$ cat src/rtl/writeback_pkg.sv
// Shared types and constants for the bexkat1 pipeline: write-class encoding,
// instruction type codes and load-size decoding.
package bexkat1Def;

  typedef enum logic [1:0] {
    RW_NONE = 2'd0,
    RW_RA   = 2'd1,
    RW_SP   = 2'd2,
    RW_RESV = 2'd3
  } reg_write_t;

  typedef enum logic [1:0] {
    SZ_WORD = 2'd0,
    SZ_HALF = 2'd1,
    SZ_BYTE = 2'd2
  } size_t;

  localparam logic [3:0] T_LOAD = 4'h7;
  localparam logic [3:0] SP_IDX = 4'd15;

  // op[1:0] selects the load width; the spare code 3 behaves as a full word.
  function automatic size_t op_size(input logic [3:0] op);
    case (op[1:0])
      2'd1:    return SZ_HALF;
      2'd2:    return SZ_BYTE;
      default: return SZ_WORD;
    endcase
  endfunction

endpackage

$ cat src/rtl/wb_align.sv
// Load data extraction: picks a big-endian byte/half lane from the bus word and extends it.
// Purely combinational.
module wb_align
  import bexkat1Def::*;
(
  input  logic [31:0] word,
  input  logic [1:0]  adr_lo,
  input  size_t       size,
  input  logic        sign_ext,
  output logic [31:0] data
);

  logic [7:0]  byte_lane;
  logic [15:0] half_lane;

  always_comb begin
    byte_lane = word[31:24];
    case (adr_lo)
      2'd0: byte_lane = word[31:24];
      2'd1: byte_lane = word[23:16];
      2'd2: byte_lane = word[15:8];
      2'd3: byte_lane = word[7:0];
      default: byte_lane = word[31:24];
    endcase
    half_lane = adr_lo[1] ? word[15:0] : word[31:16];

    data = word;
    case (size)
      SZ_BYTE: data = {{24{sign_ext & byte_lane[7]}}, byte_lane};
      SZ_HALF: data = {{16{sign_ext & half_lane[15]}}, half_lane};
      default: data = word;
    endcase
  end

endmodule

$ cat src/rtl/writeback.sv
// Final pipeline stage: latches mem results (W1), commits to the owned register file (W2),
// serves two bypassed decode read ports and counts retired instructions.
module writeback
  import bexkat1Def::*;
#(
  parameter int NREGS     = 16,
  parameter int INSTRET_W = 64
) (
  input  logic                     clk_i,
  input  logic                     rst_i,
  input  logic                     stall_i,
  input  logic [63:0]              ir_i,
  input  logic [31:0]              pc_i,
  input  reg_write_t               reg_write_i,
  input  logic [31:0]              result_i,
  input  logic [1:0]               adr_lo_i,
  input  logic [$clog2(NREGS)-1:0] rd_a_i,
  input  logic [$clog2(NREGS)-1:0] rd_b_i,
  output logic [31:0]              rd_a_o,
  output logic [31:0]              rd_b_o,
  output logic                     fwd_valid_o,
  output logic [$clog2(NREGS)-1:0] fwd_idx_o,
  output logic [31:0]              fwd_data_o,
  output logic [INSTRET_W-1:0]     instret_o
);

  localparam int IDX_W = $clog2(NREGS);

  logic [3:0]       in_type;
  logic [3:0]       in_op;
  logic [IDX_W-1:0] in_ra;
  logic [IDX_W-1:0] in_idx;
  logic [31:0]      aligned;
  logic [31:0]      in_data;

  logic             w1_valid;
  reg_write_t       w1_rw;
  logic [IDX_W-1:0] w1_idx;
  logic [31:0]      w1_data;

  logic [31:0]      regs [NREGS];
  logic [INSTRET_W-1:0] instret;

  assign in_type = ir_i[31:28];
  assign in_op   = ir_i[27:24];
  assign in_ra   = ir_i[20 +: IDX_W];

  // Only the destination and data survive into W1; pc and the remaining ir bits are
  // carried by the mem stage for debug and have no consumer here.
  logic unused_ok;
  assign unused_ok = ^{ir_i[63:32], ir_i[19:0], pc_i};

  wb_align u_align (
    .word     (result_i),
    .adr_lo   (adr_lo_i),
    .size     (op_size(in_op)),
    .sign_ext (in_op[3]),
    .data     (aligned)
  );

  assign in_data = (in_type == T_LOAD) ? aligned : result_i;
  assign in_idx  = (reg_write_i == RW_SP) ? IDX_W'(SP_IDX) : in_ra;

  // W1: a stall only drops valid; the held contents stay visible for forwarding.
  always_ff @(posedge clk_i or negedge rst_i) begin
    if (!rst_i) begin
      w1_valid <= 1'b0;
      w1_rw    <= RW_NONE;
      w1_idx   <= '0;
      w1_data  <= '0;
    end else if (stall_i) begin
      w1_valid <= 1'b0;
    end else begin
      w1_valid <= 1'b1;
      w1_rw    <= reg_write_i;
      w1_idx   <= in_idx;
      w1_data  <= in_data;
    end
  end

  // W2: commit and retire.
  always_ff @(posedge clk_i or negedge rst_i) begin
    if (!rst_i) begin
      for (int i = 0; i < NREGS; i++) regs[i] <= '0;
      instret <= '0;
    end else if (w1_valid) begin
      if (w1_rw != RW_NONE) regs[w1_idx] <= w1_data;
      instret <= instret + 1'b1;
    end
  end

  assign fwd_valid_o = w1_valid && (w1_rw != RW_NONE);
  assign fwd_idx_o   = w1_idx;
  assign fwd_data_o  = w1_data;
  assign instret_o   = instret;

  assign rd_a_o = (fwd_valid_o && fwd_idx_o == rd_a_i) ? fwd_data_o : regs[rd_a_i];
  assign rd_b_o = (fwd_valid_o && fwd_idx_o == rd_b_i) ? fwd_data_o : regs[rd_b_i];

endmodule

$ cat config.mk
export PLATFORM = sky130hd
export DESIGN_NAME = writeback
export DESIGN_NICKNAME = d
export VERILOG_FILES = /design/src/rtl/writeback_pkg.sv /design/src/rtl/wb_align.sv /design/src/rtl/writeback.sv
export SDC_FILE = /design/constraint.sdc
export NUM_CORES = 1
export LEC_CHECK = 0
export CELL_PAD_IN_SITES_DETAIL_PLACEMENT = 1
export CELL_PAD_IN_SITES_GLOBAL_PLACEMENT = 1
export CORE_MARGIN = 1.5
export CORE_UTILIZATION = 43
export CTS_BUF_LIST = sky130_fd_sc_hd__clkbuf_8
export CTS_CLUSTER_DIAMETER = 200
export DETAILED_ROUTE_END_ITERATION = 7
export GPL_TIMING_DRIVEN = 1
export PLACE_DENSITY = 0.74
export SETUP_SLACK_MARGIN = 0.05
export SLEW_MARGIN = 5
export SYNTH_ARGS = -nofsm -noshare
export SYNTH_HDL_FRONTEND = slang
export SYNTH_SLANG_ARGS = --single-unit
export TNS_END_PERCENT = 50
$ cat constraint.sdc
create_clock -name clk_i -period 3.15 [get_ports clk_i]
set_input_delay 0.63 -clock clk_i [delete_from_list [all_inputs] [get_ports clk_i]]
set_output_delay 0.63 -clock clk_i [all_outputs]
set_load 0.01 [all_outputs]
==> summary.txt, run 1 <==
Min path
  • Hold crit path type: in -> reg
  • Hold Path Origin: stall_i
  • Cells on Worst Hold Path: 2
  • Hold Path Sink: fwd_data_o[4]

Routing
  • DRC: 0
  • 1st-iter DRT viols: 1699
  • DR vias/cell: 6.20
  • DR pass1 iterations: 5
  • Routed Wire Length: 118 mm
  • Final ANT Viol Nets: 0
  • Via Count: 24100
  • Routed length per instance: 30.4 um

Layout
  • Cell area after layout: 42700 um2
  • Total Nets Final: 2911
  • Area Growth Syn to Fin: 29.4%
  • Fillcell total: 7131
  • Ratio of cells with drive above 1 in the final layout: 53.1%

Synth
  • Synth cell types: 55
  • Post-synth top cells: dfrtp_1, mux2_2, mux4_2, clkbuf_1, buf_2
  • Synthesized area: 33000 um2
  • Synth Warn #: 0
  • Largest area contributor in the netlist: dfrtp_1
  • Yosys top cell area share: 46.7%
  • Instance count of the mapped netlist: 2330
  • #FFs+latches synth: 615
  • Sequential element share of the synthesized area: 46.7%
  • Main synth FF type: dfrtp_1
  • Syn_nets: 2476
  • Synth area leaders: dfrtp_1, mux4_2, mux2_2
  • Most instantiated library cell after synthesis: dfrtp_1
  • Avg Cell Area, Syn: 14.2 um2
  • Ys async rst share: 100%
  • EDFF count, synth: 0

STA
  • Final Skew: 0.0486 ns
  • Period Utilization, post-route: 112%
  • RSZ-0062 raised after global routing: true
  • Worst Tran Pin Value: 0.779 ns
  • FMAX: 285 MHz
  • Final setup vio count: 64
  • Slew HR: 48.1%
  • Max Slew Vio Count: 0
  • Setup ws final: -0.363 ns
  • Fin crit period: 3.51 ns
  • Final Hold Fails: 0

Critical path
  • Worst R2R Path Depth: 10
  • Worst path required time: 2.52 ns
  • Worst reg-to-reg setup slack: 0.20 ns
  • Critical path endpoint category: primary output
  • Crit-path slowest cell: dfrtp_1
  • CP Launch Type: flop
  • Arrival time worst endpoint: 2.88 ns
  • Cell Chain, Critical Path: o21ai_4 -> nor3_2 -> buf_4 -> buf_6 -> nand3_2 -> buf_4 -> buf_12 -> nor2_1 -> a211oi_2 -> buf_2
  • WS Path Type: reg -> out
  • Critical-path maximum fanout: 16
  • Reg2Reg Launch Point: w1_valid
  • Reg2reg end: regs[63]
  • Cell mode on critical path: buf_4
  • Crit path largest cell delay: 0.41 ns

Clock tree
  • CTS clk-pin slew, worst paths: 0.06 ns
  • CTS buffer count: 110
  • Clk sinks: 615
  • Clk buf depth: 3
  • TritonCTS clock tree: done
  • CTS H-tree depth: 3
  • Skew-Pair Late Insertion Delay: 0.78 ns
  • Root buf cell: clkbuf_8

Power and ir drop
  • Pleak: 0.0177 uW
  • Net Sw Frac: 32.0%
  • Maximum vdd drop: 0.000400 V
  • Reg power frac: 42.5%
  • Pint: 21200 uW
  • Pwr dens: 731 nW/um2
  • Logic pwr share: 32.6%
  • Share of power burned in the clock network: 24.9%
  • NetSw: 9980 uW

Placed design
  • HPWL after DPL: 73.9 mm
  • Worst slack, placed: -0.710 ns
  • Port bufs: 222
  • Placer Congestion: 0.888
  • Placed cell areas: 38200 um2

Floorplan
  • Row Count: 101
  • Initial Util: 43.4%
  • I/O Pins: 308
  • Die outline width: 280 um
  • Core area: 75900 um2
  • Die Y: 280 um
  • Area of the die: 78400 um2

Job
  • Max Cap Viol: 0

Global routing
  • GRT overflow: 0
  • Largest net degree at the start of global routing: 80
  • Gr usage total: 30.2%
  • Vias in the first global route: 27100
  • First-pass GRT wire length: 176 mm
  • Initial antenna violation count: 14

Status
  • Status: complete, but fails checks
  • Violated checks: negative setup slack
## cell usage in the layout (no fill, tap or decap), types with 21 or more instances in the layout
cell / n
xor2_1: 33
mux2i_1: 64
nand3_1: 33
mux2_1: 22
mux4_2: 257
o21ai_0: 21
nor2_1: 66
clkdlybuf4s50_1: 148
xnor2_1: 34
clkbuf_8: 142
nor2b_1: 66
buf_12: 56
buf_6: 32
nand2_1: 71
a2111oi_4: 51
dfrtp_1: 613
buf_2: 57
buf_4: 244
inv_1: 55
mux2_2: 502
a211oi_2: 35
## state kept, by name, indices dropped and copies added (netlist names)
name,flops
w1_valid,1
regs,512
fwd_data_o,32
instret_o,64
fwd_idx_o,4
w1_rw,2
## kinds of logic after synthesis
| logic type | after synthesis | share of synthesized area [%] |
|---|---|---|
| muxes | 845 | 37.4 |
| xor gates and xnor gates | 70 | 1.86 |
| buffers and inverters | 254 | 3.60 |
| and+or+nand+nor | 336 | 5.53 |
| DFF | 615 | 46.7 |
| adders and majority gates | 3 | 0.114 |
| AOI/OAI and AO/OA | 207 | 4.87 |
## final cells by class
cell class	instances	area (um2)	share of cell area, %
inverter	21	78.8	0.185
timing repair buffer	556	5420	12.7
clock inverter	51	318	0.745
antenna	14	35.0	0.0821
tap	1030	1290	3.02
sequential	615	15400	36.1
clock buffer	140	1930	4.52
multi-input combinational	1461	18200	42.7
## worst max path at each step
stage / startpoint / slack, ns / cells past startpoint / endpoint
after floorplan: rd_b_i[3] / 0.41 / 8 / rd_b_o[14]
after global placement: rd_b_i[0] / -0.75 / 10 / rd_b_o[10]
after detailed placement: rd_b_i[0] / -0.71 / 10 / rd_b_o[10]
after CTS: w1_rw[0] / -0.40 / 9 / rd_a_o[21]
after global routing: fwd_idx_o[0] / -0.44 / 9 / rd_b_o[0]
final: w1_rw[1] / -0.36 / 10 / rd_a_o[19]
## per-stage QoR
| step | power [uW] | hold WS (ns) | TNS, ns | cells | util [%] |
|---|---|---|---|---|---|
| 2_1_floorplan | 18600 | 0.334 | 0 | 2330 | - |
| 3_3_place_gp | 21300 | 0.457 | -29.63 | 3631 | 50.3 |
| 3_5_place_dp | 22200 | 0.485 | -30.19 | 3631 | 50.3 |
| 4_1_cts | 30700 | 0.386 | -15.76 | 3846 | 55.3 |
| 5_1_grt | 32500 | 0.383 | -22.52 | 3884 | 56.2 |
| 6_report | 31200 | 0.416 | -16.74 | 3888 | 56.2 |
## power groups by stage
| stage | Sequential [uW] | Clock [uW] | Combinational, uW |
|---|---|---|---|
| after floorplan | 12300 | 0 | 6370 |
| after global placement | 12700 | 0 | 8630 |
| after detailed placement | 13100 | 0 | 9010 |
| after CTS | 13000 | 7840 | 9830 |
| after global routing | 13600 | 8230 | 10700 |
| final | 13300 | 7750 | 10200 |
## worst max-delay path: cells and delay by family, from the launching register on
family          cells  cell delay, ns
flops               1            0.41
simple gates        3            0.25
compound gates      2            0.61
buf+inv             5            0.82
## what timing repair did
item | CTS | global route
setup endpoints to repair | 64 | 64
cloned | 3 | 1
hold buffers | 1 | 0
buffers inserted | 21 | 39
resized for setup | 509 | 121
pin swaps | 49 | 47
endpoints found under the hold margin | 53 | 0
## routing by layer
metal / vias to the layer above / GRT usage, % / wire length, um
met5: - / 0 / 13
met1: 13100 / 37.8 / 45700
met4: 2 / 15.1 / 5360
met2: 960 / 49.4 / 58800
li1: 9769 / - / -
met3: 295 / 6.90 / 8410
(Power assumes the default switching activity.)
==> run 2, diff against run 1 <==
--- a/config.mk
+++ b/config.mk
@@ -12,8 +12,9 @@
 export CTS_BUF_LIST = sky130_fd_sc_hd__clkbuf_8
 export CTS_CLUSTER_DIAMETER = 200
 export DETAILED_ROUTE_END_ITERATION = 7
+export DONT_BUFFER_PORTS = 1
 export GPL_TIMING_DRIVEN = 1
-export PLACE_DENSITY = 0.74
+export PLACE_DENSITY = 0.68
 export SETUP_SLACK_MARGIN = 0.05
 export SLEW_MARGIN = 5
 export SYNTH_ARGS = -nofsm -noshare
==> summary.txt, run 2 (same netlist as run 1, synthesis figures left out) <==
STA
  • Fin crit period: 3.53 ns
  • RSZ-0062 raised after global routing: true
  • Final Hold Fails: 264
  • Final setup vio count: 64
  • Setup TNS: -8.10 ns
  • Max Slew Vio Count: 435
  • Period Utilization, post-route: 112%
  • Slew HR: -99.8%
  • Setup ws final: -0.375 ns
  • Hold WS: -0.407 ns
  • FMAX: 284 MHz
  • Worst Tran Pin Value: 3.00 ns
  • Final Skew: 0.0281 ns

Floorplan
  • Die Y: 280 um
  • Core area: 75900 um2
  • Area of the die: 78400 um2
  • Row Count: 101
  • I/O Pins: 308
  • Die outline width: 280 um
  • Initial Util: 43.4%

Layout
  • Top register by number of flip-flops: regs
  • Max reg flops: 512
  • Most common cell after layout, fill and taps aside: dfrtp_1
  • Commonest cells after routing, fill and taps aside: dfrtp_1, mux2_2, mux4_2
  • Area Growth Syn to Fin: 19.6%
  • Fillcell total: 7268
  • Ratio of cells with drive above 1 in the final layout: 52.8%
  • Final core utilization: 51.9%
  • Cell area after layout: 39500 um2
  • Total Nets Final: 2582

Clock tree
  • Clk buf depth: 3
  • Root buf cell: clkbuf_8
  • CTS buffer count: 110
  • CTS H-tree depth: 3
  • CTS clk-pin slew, worst paths: 0.06 ns
  • Clk sinks: 615
  • Hold Buf Count CTS: 2
  • TritonCTS clock tree: done
  • Skew-Pair Late Insertion Delay: 0.73 ns

Power and ir drop
  • Total Power: 30200 uW
  • Pleak: 0.0162 uW
  • Pwr dens: 766 nW/um2
  • Maximum vdd drop: 0.000458 V

Critical path
  • Crit-path slowest cell: a2111oi_0
  • Crit path largest cell delay: 0.69 ns
  • WP buf/inv: 2
  • Critical path endpoint category: primary output
  • Arrival time worst endpoint: 2.90 ns
  • Worst R2R Path Depth: 7
  • Worst path required time: 2.52 ns
  • WP depth: 7
  • CP Launch Type: flop
  • WS Path Type: reg -> out
  • Critical-path maximum fanout: 17
  • CP delay by family, top: compound AO/OA/AOI/OAI gates
  • Cell Chain, Critical Path: o21ai_4 -> nor3_2 -> and3_4 -> buf_12 -> a2111oi_0 -> a221oi_2 -> buf_4

Placed design
  • Placed cell areas: 34900 um2
  • Placer Congestion: 0.859
  • HPWL after DPL: 64.0 mm
  • Port bufs: 0

Routing
  • DR pass1 iterations: 5
  • Final ANT Viol Nets: 0
  • Via Count: 22500
  • Routed length per instance: 31.5 um
  • Routed Wire Length: 112 mm
  • DRC: 0
  • 1st-iter DRT viols: 1897
  • DR vias/cell: 6.32

Global routing
  • GRT overflow: 0
  • First-pass GRT wire length: 168 mm
  • Gr usage total: 29.0%
  • Largest net degree at the start of global routing: 616
  • Vias in the first global route: 25100
  • Initial antenna violation count: 5

Job
  • Max Cap Viol: 0

Status
  • Status: complete, but fails checks
  • Violated checks: negative hold slack, max-slew violations, negative setup slack

Min path
  • Hold crit path type: in -> async
==> run 2: cell count changes in the layout (fill, tap and decap cells not counted), moves of 8 or more <==
cell             delta
diode_2            -10
clkdlybuf4s50_1   -148
buf_8              -10
buf_12             -33
buf_2              -57
clkinv_2            +9
a2111oi_2           +8
a2111oi_4          -11
buf_4              -84
==> run 2: final timing paths <==
kind	slack, ns	end	from
max	-0.38	rd_a_o[4]	w1_rw[1]
min	-0.41	instret_o[20]	rst_i
max reg2reg	0.68	regs[104]	w1_valid
min reg2reg	0.52	regs[121]	regs[121]
max in group asynchronous	1.18	regs[257]	rst_i
min in group clk_i	0.05	w1_rw[1]	reg_write_i[1]
==> run 2: metrics by stage <==
stage          worst slack (ns)  cells
6_report                 -0.375   3562
5_1_grt                  -0.489   3559
4_1_cts                  -0.241   3548
3_5_place_dp            -0.0313   3319
3_3_place_gp             0.0308   3319
2_1_floorplan             0.407   2330
==> run 2: cell type report <==
cell class / count / area (um2) / area share [%]
Multi-Input combinational cell: 1461 / 18100 / 45.8
Tap cell: 1030 / 1290 / 3.27
Sequential cell: 615 / 15400 / 39.0
Clock inverter: 55 / 299 / 0.758
Antenna cell: 4 / 10.0 / 0.0254
Timing Repair Buffer: 227 / 2260 / 5.72
Inverter: 21 / 78.8 / 0.200
Clock buffer: 149 / 2050 / 5.20
==> run 2: power by group <==
group | leakage (uW) | total [uW] | internal, uW | switching (uW)
Sequential | 0.00765 | 13100 | 10800 | 2360
Combinational | 0.00720 | 9160 | 5960 | 3200
Clock | 0.00134 | 7900 | 4360 | 3540
==> run 2: worst reg2reg max path, delay by kind of cell (launching register included) <==
family,cells,cell delay (ns)
AO/OA/AOI/OAI,1,0.12
multiplexers,1,0.43
buffers and inverters,3,0.74
flip-flops,1,0.43
AND/OR/NAND/NOR,2,0.61
==> run 2: timing repair <==
item,in CTS,in global routing
hold endpoints to repair,626,615
setup buffers,17,18
gates resized for setup,244,101
endpoints found under the setup margin,64,64
pin swaps,45,28
gates cloned,7,0
==> run 2: routing by layer <==
| metal | vias up | share of wire, % | track usage, % |
|---|---|---|---|
| met4 | 2 | 3.9 | 10.7 |
| met1 | 12400 | 40 | 37.8 |
| met2 | 808 | 49 | 47.6 |
| met3 | 248 | 7.0 | 6.56 |
| li1 | 9084 | - | - |
| met5 | - | 0.012 | 0 |
==> run 3, diff against run 2 <==
--- a/config.mk
+++ b/config.mk
@@ -8,13 +8,13 @@
 export CELL_PAD_IN_SITES_DETAIL_PLACEMENT = 1
 export CELL_PAD_IN_SITES_GLOBAL_PLACEMENT = 1
 export CORE_MARGIN = 1.5
-export CORE_UTILIZATION = 43
+export CORE_UTILIZATION = 53
 export CTS_BUF_LIST = sky130_fd_sc_hd__clkbuf_8
 export CTS_CLUSTER_DIAMETER = 200
 export DETAILED_ROUTE_END_ITERATION = 7
 export DONT_BUFFER_PORTS = 1
 export GPL_TIMING_DRIVEN = 1
-export PLACE_DENSITY = 0.68
+export PLACE_DENSITY = 0.81
 export SETUP_SLACK_MARGIN = 0.05
 export SLEW_MARGIN = 5
 export SYNTH_ARGS = -nofsm -noshare
==> constraint.sdc (replaced) <==
create_clock -name clk_i -period 3.4 [get_ports clk_i]
set_input_delay 0.68 -clock clk_i [delete_from_list [all_inputs] [get_ports clk_i]]
set_output_delay 0.68 -clock clk_i [all_outputs]
set_load 0.01 [all_outputs]
==> summary.txt, run 3 (same netlist as run 1, synthesis figures left out) <==
Status
  • Status: complete, but fails checks
  • Violated checks: negative hold slack, max-slew violations, negative setup slack

Clock tree
  • Clk buf depth: 3
  • TritonCTS clock tree: done
  • CTS clk-pin slew, worst paths: 0.07 ns
  • CTS buffer count: 104
  • CTS H-tree depth: 3
  • Skew-Pair Late Insertion Delay: 0.76 ns
  • Clk sinks: 615
  • Root buf cell: clkbuf_8

Layout
  • Cell area after layout: 38600 um2
  • Ratio of cells with drive above 1 in the final layout: 51.6%
  • Most common cell after layout, fill and taps aside: dfrtp_1
  • Total Nets Final: 2539
  • Commonest cells after routing, fill and taps aside: dfrtp_1, mux2_2, mux4_2
  • Final core utilization: 62.7%
  • Max reg flops: 512
  • Top register by number of flip-flops: regs
  • Area Growth Syn to Fin: 17.1%

Floorplan
  • Initial Util: 53.6%
  • Area of the die: 63700 um2
  • Row Count: 91
  • Die Y: 252 um
  • Die outline width: 252 um
  • I/O Pins: 308
  • Core area: 61600 um2

Critical path
  • Cell mode on critical path: buf_4
  • Critical path endpoint category: primary output
  • Worst reg-to-reg setup slack: 0.58 ns
  • Crit-path slowest cell: a2111oi_4
  • Arrival time worst endpoint: 3.07 ns
  • Worst path required time: 2.72 ns
  • CP Launch Type: flop
  • Crit path largest cell delay: 0.52 ns
  • Critical-path maximum fanout: 5
  • WS Path Type: reg -> out
  • Cell Chain, Critical Path: o21ai_4 -> nor3_2 -> buf_4 -> and3_4 -> buf_12 -> buf_6 -> a2111oi_4 -> a211oi_4 -> buf_4

STA
  • Setup TNS: -8.51 ns
  • Worst Tran Pin Value: 3.75 ns
  • Final Skew: 0.0610 ns
  • Period Utilization, post-route: 110%
  • Fin crit period: 3.75 ns
  • Hold WS: -0.366 ns
  • FMAX: 267 MHz
  • Slew HR: -150%
  • Final Hold Fails: 94
  • RSZ-0062 raised after global routing: true
  • Final setup vio count: 57
  • Max Slew Vio Count: 525
  • Setup ws final: -0.351 ns

Placed design
  • Port bufs: 0
  • Placer Congestion: 0.889
  • HPWL after DPL: 60.9 mm
  • Placed cell areas: 34300 um2

Job
  • Max Cap Viol: 0

Routing
  • Via Count: 24300
  • 1st-iter DRT viols: 2838
  • DR pass1 iterations: 5
  • DRC: 0
  • Routed Wire Length: 130 mm
  • Final ANT Viol Nets: 0
  • Routed length per instance: 39.1 um
  • DR vias/cell: 7.32

Global routing
  • Vias in the first global route: 25700
  • Gr usage total: 36.2%
  • GRT overflow: 0
  • Initial antenna violation count: 11
  • Largest net degree at the start of global routing: 616
  • First-pass GRT wire length: 170 mm

Power and ir drop
  • Pleak: 0.0159 uW
  • Pwr dens: 753 nW/um2
  • Maximum vdd drop: 0.000488 V

Min path
  • Hold crit path type: in -> async
[run 3: cell types whose count changed in the layout (fill, tap and decap cells not counted), moves of 8 or more]
cell / previous run / this run
buf_4: 160 / 132
clkbuf_8: 149 / 137
buf_6: 35 / 24
diode_2: 4 / 12
[run 3: cell type report]
| cell class | instances | area, um2 |
|---|---|---|
| sequential | 615 | 15400 |
| fill | 5499 | 23000 |
| timing repair buffer | 189 | 1970 |
| antenna | 12 | 30.0 |
| tap | 837 | 1050 |
| multi-input combinational | 1462 | 17900 |
| clock buffer | 136 | 1870 |
| clock inverter | 53 | 324 |
| inverter | 21 | 78.8 |
[run 3: critical path: cells and delay by family, from the launching register on]
kind / cells / cell delay, ns
AO/OA/AOI/OAI: 3 / 0.91
AND/OR/NAND/NOR: 2 / 0.34
buffers and inverters: 4 / 0.63
flip-flops: 1 / 0.41
[run 3: timing repair]
action	in CTS	in global routing
gates cloned	7	4
pin swaps	39	46
setup endpoints to repair	64	64
buffers inserted	17	12
resized for setup	215	99
hold endpoints to repair	615	615
[run 3: path summary, 6_finish.rpt]
kind,startpoint,endpoint,depth (start not counted)
min in group clk_i,stall_i,fwd_data_o[6],1
min reg2reg,regs[317],regs[317],1
min,rst_i,instret_o[39],0
max in group asynchronous,rst_i,fwd_idx_o[0],0
max,w1_rw[1],rd_b_o[23],9
max reg2reg,w1_valid,regs[125],7
[run 3: report_power, final]
part	leakage (uW)	internal, uW	total (uW)	switching (uW)
clock	0.00125	3810	7330	3520
combinational	0.00698	5400	8880	3480
sequential	0.00765	9980	12900	2890
total	0.0159	19200	29100	9890
[run 3: metal layers]
layer,share of wire (%),track usage [%]
met1,35,46.0
met2,47,57.1
met3,10,9.06
met4,7.2,20.0
met5,0.037,0
[run 3: metrics by stage]
stage / cells / power, uW / setup WS [ns] / hold WS (ns)
after floorplan: 2330 / 17300 / 0.557 / 0.384
after global placement: 3091 / 18600 / 0.183 / 0.396
after detailed placement: 3091 / 19500 / 0.111 / 0.399
after CTS: 3302 / 27100 / -0.0910 / -0.388
after global routing: 3319 / 29800 / -0.387 / -0.399
final: 3325 / 29100 / -0.351 / -0.366
